**src/rtl/cpu_fetch_queue.sv**
```systemverilog
// cpu_fetch_queue
//   First-word-fall-through instruction queue between the fetch unit and
//   decode. Fetch pushes {pc, instruction} pairs; decode pops the head while
//   i_busy is low. i_flush empties the queue on a redirect and drops any
//   push made in the same cycle.
//
// Ports
//   i_clock       clock, rising edge
//   i_reset       asynchronous reset, active low
//   i_flush       discard all entries and any same-cycle push
//   i_push_valid  fetch presents an entry
//   i_push_pc     PC of the pushed instruction
//   i_push_data   pushed instruction word
//   o_push_ready  queue accepts a push this cycle (not full)
//   o_valid       head entry valid
//   o_pc          PC of head entry
//   o_data        instruction word of head entry
//   i_busy        decode stalled; head is held
//   o_count       current occupancy
//   o_empty       occupancy == 0
//   o_full        occupancy == DEPTH
module cpu_fetch_queue #(
  parameter int unsigned DEPTH = 4,
  parameter int unsigned DW    = 32,
  parameter int unsigned AW    = 32
) (
  input  logic                       i_clock,
  input  logic                       i_reset,
  input  logic                       i_flush,
  input  logic                       i_push_valid,
  input  logic [AW-1:0]              i_push_pc,
  input  logic [DW-1:0]              i_push_data,
  output logic                       o_push_ready,
  output logic                       o_valid,
  output logic [AW-1:0]              o_pc,
  output logic [DW-1:0]              o_data,
  input  logic                       i_busy,
  output logic [$clog2(DEPTH+1)-1:0] o_count,
  output logic                       o_empty,
  output logic                       o_full
);

  localparam int unsigned PTR_W = $clog2(DEPTH);
  localparam int unsigned CNT_W = $clog2(DEPTH+1);
  localparam int unsigned EW    = AW + DW;

  logic [EW-1:0]    mem_q [DEPTH];
  logic [PTR_W-1:0] rd_ptr_q, rd_ptr_d;
  logic [PTR_W-1:0] wr_ptr_q, wr_ptr_d;
  logic [CNT_W-1:0] count_q, count_d;

  logic             push_fire;
  logic             pop_fire;
  logic [EW-1:0]    head;

  // Status flags come only from the registered count, so o_push_ready has no
  // combinational path from i_busy and a full queue refuses a push even when
  // a pop fires in the same cycle.
  assign o_empty      = (count_q == '0);
  assign o_full       = (count_q == CNT_W'(DEPTH));
  assign o_push_ready = ~o_full;
  assign o_count      = count_q;

  // Flush masks the head immediately so decode never consumes a stale entry.
  assign o_valid = ~o_empty & ~i_flush;

  assign head   = mem_q[rd_ptr_q];
  assign o_pc   = head[EW-1:DW];
  assign o_data = head[DW-1:0];

  assign push_fire = i_push_valid & o_push_ready & ~i_flush;
  assign pop_fire  = o_valid & ~i_busy;

  always_comb begin
    rd_ptr_d = rd_ptr_q;
    wr_ptr_d = wr_ptr_q;
    count_d  = count_q;
    if (i_flush) begin
      rd_ptr_d = '0;
      wr_ptr_d = '0;
      count_d  = '0;
    end else begin
      if (push_fire) wr_ptr_d = wr_ptr_q + PTR_W'(1);
      if (pop_fire)  rd_ptr_d = rd_ptr_q + PTR_W'(1);
      unique case ({push_fire, pop_fire})
        2'b10:   count_d = count_q + CNT_W'(1);
        2'b01:   count_d = count_q - CNT_W'(1);
        default: count_d = count_q;
      endcase
    end
  end

  always_ff @(posedge i_clock or negedge i_reset) begin
    if (!i_reset) begin
      rd_ptr_q <= '0;
      wr_ptr_q <= '0;
      count_q  <= '0;
    end else begin
      rd_ptr_q <= rd_ptr_d;
      wr_ptr_q <= wr_ptr_d;
      count_q  <= count_d;
    end
  end

  // Storage carries no reset; contents are only observed while o_valid=1.
  always_ff @(posedge i_clock) begin
    if (push_fire) mem_q[wr_ptr_q] <= {i_push_pc, i_push_data};
  end

endmodule

```
**config.mk**
```make
export PLATFORM = sky130hd
export DESIGN_NAME = cpu_fetch_queue
export DESIGN_NICKNAME = d
export VERILOG_FILES = /design/src/rtl/cpu_fetch_queue.sv
export SDC_FILE = /design/constraint.sdc
export NUM_CORES = 1
export LEC_CHECK = 0
export ABC_AREA = 1
export BUFFER_PORTS_ARGS = -buffer_cell sky130_fd_sc_hd__buf_2
export CAP_MARGIN = 20
export CORE_MARGIN = 2
export CORE_UTILIZATION = 30
export DETAILED_ROUTE_END_ITERATION = 12
export GPL_TIMING_DRIVEN = 0
export HOLD_SLACK_MARGIN = 0.08
export PLACE_DENSITY = 0.44
export SYNTH_ARGS = -nofsm -noshare
export SYNTH_HDL_FRONTEND = slang
export SYNTH_SLANG_ARGS = --single-unit
```
**constraint.sdc**
```tcl
create_clock -name i_clock -period 8.17 [get_ports i_clock]
set_input_delay 1.2255 -clock i_clock [delete_from_list [all_inputs] [get_ports i_clock]]
set_output_delay 1.2255 -clock i_clock [all_outputs]
set_load 0.02 [all_outputs]
```
Yosys cells after proc, flatten, opt, wreduce, memory -nomap -nowiden. Memories as Yosys holds them, arrays and structs flattened. Index checks and enable logic that the tools add are counted.

Bits in registers: 7. Bits in latches: 0. Bits in writable memories: 256. Bits in read-only memories: 0. Output and inout bits: 71. Word-level logic and storage cells: 31. Memories kept: 1.

Memories: mem_q (depth 4, width 64, rd ports 1, clocked after Yosys merged registers in 0, write ports 1, line 47) `logic [EW-1:0] mem_q [DEPTH];`.

Add/subtract/negate cells: 4. $mul: 0. Div/mod/pow operators: 0. Order comparisons: 0. Equality and inequality tests: 3. Shifts and indexed selects: 0. Muxes and demuxes: 8. Bitwise gates (word level): 8. Reduce and logical (&&, ||, !) cells: 4.

Operator list (number): 2-to-1 mux 2 bit (4); case mux 3 bit (2 select lines) (1); adder 2 x 1 -> 2 bit, second input constant (2); AND 1 bit (4); NOT 1 bit (4); nonzero test 2 bit (2); adder 3 x 1 -> 3 bit, second input constant (1); == test 3 bit, second input constant (1); logical NOT 3 bit (1); 2-to-1 mux 3 bit (1); nonzero test 3 bit (1); subtractor 3 x 1 -> 3 bit, second input constant (1); == test 2 x 1 -> 1 bit, second input constant (1); == test 2 bit, second input constant (1); 2-to-1 mux 1 bit (2).

Depth between registers and ports, before layout.
Depth in word-level cells: 7. Mapped depth: 12. Gate-level depth less buffers: 12.

Worst setup path before layout. Ideal clock, no wire load.

Path kind: input to register. From: input port i_push_valid. To: memory mem_q[0][0] in the netlist's numbering (enable). Library setup time: 486 ps. Arrival time: 4248 ps. Path slack: 3436 ps. Cell stages on the path: 4. Buffers on the path: 0. Path through: nand2_1 nor2_1 inv_1 nor2_1.

Word-level cells in the longest chain between the ends: 4.

RTL lines: start, declared (line 30) `input logic i_push_valid,`; AND 1 bit (2 in a row) (line 71) `assign push_fire = i_push_valid & o_push_ready & ~i_flush;`; 2-to-1 mux 1 bit (line 107) `if (push_fire) mem_q[wr_ptr_q] <= {i_push_pc, i_push_data};`; 2-to-1 mux 1 bit (implied by the code) (line 107); end, declared (line 47).

Every way passes these cells.

Final worst setup path.
From: register rd_ptr_q[0]. To: output port o_data[16].

Word-level cells in the longest chain between the ends: 1.

RTL lines: start, declared (line 48) `logic [PTR_W-1:0] rd_ptr_q, rd_ptr_d;`; start signal, assigned (line 99) `rd_ptr_q <= rd_ptr_d;`; memory read (4 x 64 bit); end, declared (line 36) `output logic [DW-1:0] o_data,`.

Every way passes these cells.

==> key figures <==
Outcome
  – Run status: completed

Setup path
  – CP Data Required Time: around 6900 ps
  – Reg2Reg Depth: 7
  – Critical path arrival: 2560 ps
  – Largest fanout on the critical path: 10
  – CP max-delay cell: dfrtp_1
  – WP buf/inv: 3
  – Critical Path Source Type: flop
  – Reg2reg setup slack: 5760 ps
  – CP delay by family, top: buffers and inverters
  – Critical path's largest stage delay: around 590 ps
  – Cell Chain, Critical Path: buf_4, clkbuf_1, nor2_1, o22ai_1, buf_2
  – Worst setup path startpoint: rd_ptr_q[0]
  – CP Capture Point: o_data[16]
  – WP depth: 5
  – Crit. End Element: primary output
  – Reg2reg start: o_count[0]
  – Reg2reg end: mem_q[3][37]
  – CP Class: flop to primary output

STA
  – Slew headroom: 47.9%
  – Count of pins over their slew limit: 0
  – Fin Clk Skew: 6.83 ps
  – RSZ-0062 raised after global routing: false
  – Final Hold Fails: 0
  – TNS Setup: 0 ps
  – WHS: 520 ps
  – Final setup viols: 0
  – Period utilisation layout: between 40 and 50%
  – Final min period: 3780 ps
  – Fmax: 0.264 GHz
  – Worst-margin pin slew: roughly 780 ps

Clock tree
  – Post_cts resized: 0
  – Clock transition at path regs: 60 ps
  – Postcts setup bufs: 0
  – Root buffer cell: clkbuf_16
  – CTS Buf Count: 29
  – Insertion delay to the later sink of the worst-skew pair: between 500 and 600 ps
  – CTS sink count: about 260
  – # hold bufs at CTS: 0
  – Max Root-Sink Buffers: 3
  – CTS tree: done
  – H-tree levels: 1

Pwr
  – Leakage: around 4.4 nW
  – VDD IR max: 0.000161 V
  – Power Total: 4.14 mW
  – P per Cell Area: 333 nW/um^2

Die
  – IO Pins: 140
  – Die W: 186 microns
  – DIE HEIGHT: 186 microns
  – Core Area: 32600 sq um
  – Starting Density: 30.5%
  – Die footprint: 34600 sq um
  – Cell Rows: 66

Layout
  – Share of cells above drive strength 1: 25.1%
  – Fillers: between 3000 and 4000
  – Register area: 7860 sq um
  – Design area: 12400 sq um
  – P&R area growth vs syn: 24.7%
  – Multi-input logic area: 1810 sq um
  – Nets@finish: 936

Logic synthesis
  – Post-Synthesis Cells: a little under 700
  – Post-Syn Area per Cell: 14.5 sq um
  – Seq/Total Area, Yosys: 79.0%
  – Post-Syn Nets: 758
  – Mapped Area: 9950 sq um
  – Unique masters post-synth: 26
  – Top cells by area, synth: edfxtp_1 (77%), o21ai_0 (5.6%), nor2_1 (5.0%)
  – Synth warn: 0
  – #FFs+latches synth: around 260
  – Leading area contributor after synthesis: edfxtp_1
  – Synth top area share: between 70 and 80%

Global routing
  – Vias in the first global route: 6153
  – Overall global routing resource usage: 14.5%
  – Largest net degree at the start of global routing: 28
  – Initial antenna violation count: 1
  – Global-route wire length before repair: 37300 microns
  – Total gr overflow: 0

Place
  – Area after DPL: 11400 sq um
  – Detailed placement HPWL: 15500 microns
  – Routability congestion estimate: between 0.6 and 0.7
  – Buffers added on ports: 139

Detailed routing
  – DRC viols: 0
  – Routed WL: 25000 microns
  – Initial drt markers: 415
  – Vias per std cell: 4.57
  – Routed vias: 6058
  – DR pass1 iterations: 4
  – Antenna viol nets, final: 0
  – Routed wire length per instance: 18.8 microns

Min path
  – Hold Path Class: input port to asynchronous set/reset pin

Flow run
  – Max Cap Violations: 0
power by group:
group	internal [mW]	leakage, nW	switching, mW
registers	1.57	2.42	0.0331
clock network	0.865	0.492	0.512
logic	0.347	1.45	0.811
Yosys cell counts:
cell / count
a21oi_1: 1
a21oi_2: 1
a31oi_1: 1
buf_2: 3
buf_4: 6
buf_6: 8
clkbuf_1: 23
clkbuf_2: 1
dfrtp_1: 7
edfxtp_1: 256
fa_1: 1
ha_1: 4
inv_1: 14
inv_2: 3
nand2_1: 18
nand2_2: 1
nand3_1: 2
nand3_2: 1
nand4_1: 1
nor2_1: 133
nor2_4: 1
o21ai_0: 112
o21ai_1: 20
o22ai_1: 64
o31ai_2: 1
xnor2_1: 1
logic make-up after synthesis:
| group | synth area share [%] |
|---|---|
| and+or+nand+nor | 6.14 |
| buffers and inverters | 3.07 |
| adders and majority gates | 0.704 |
| DFF | 79.0 |
| xor gates and xnor gates | 0.0880 |
| AOI/OAI and AO/OA | 11.0 |
cell usage in the layout (no fill, tap or decap), drive strengths merged, types with 4 or more instances in the layout:
cell type  count
buf          164
nor2         134
clkinv        12
dfrtp          7
bufinv         7
o22ai         64
ha             4
clkbuf        55
inv           17
edfxtp       256
nand2         19
o21ai        132
per-stage QoR:
step           cells  util, %  setup WS, ps
2_1_floorplan    684        -          3440
3_3_place_gp    1265     34.3           506
3_5_place_dp    1273     34.9          4900
4_1_cts         1326     38.0          4310
5_1_grt         1327     38.0          4260
6_report        1327     38.0          4390
layout make-up:
cell class                 count  area share, %
timing repair buffer         147           6.90
multi-input combinational    363           14.6
sequential                   263           63.4
tap                          442           4.46
antenna                        1         0.0202
buffer                        41           1.95
inverter                      17          0.514
clock inverter                22           2.30
clock buffer                  31           5.91
per-layer routing:
metal / vias up / global-route usage (%) / part of all wire (%) / wire [microns]
met3: 35 / 2.37 / 4.3 / 1080
met1: 2963 / 20.0 / 46 / 11500
met5: - / 0 / 0 / 0
li1: 2925 / - / - / -
met2: 135 / 23.9 / 47 / 11800
met4: 0 / 3.40 / 2.1 / 515
sequential cells by signal, indices dropped and copies added, names as in the netlist:
name,flops
mem_q,256
wr_ptr_q,2
rd_ptr_q,2
o_count,3
how the worst min path moves through the flow:
| stage | slack [ps] | start | cells past startpoint | to |
|---|---|---|---|---|
| after floorplan | 580 | wr_ptr_q[1] | 2 | wr_ptr_q[1] |
| after global placement | 590 | o_count[2] | 2 | o_count[2] |
| after detailed placement | 590 | o_count[2] | 2 | o_count[2] |
| after CTS | 500 | i_reset | 1 | o_count[1] |
| after global routing | 510 | i_reset | 1 | o_count[1] |
| final | 520 | i_reset | 1 | o_count[1] |
(Power assumes the default switching activity.)
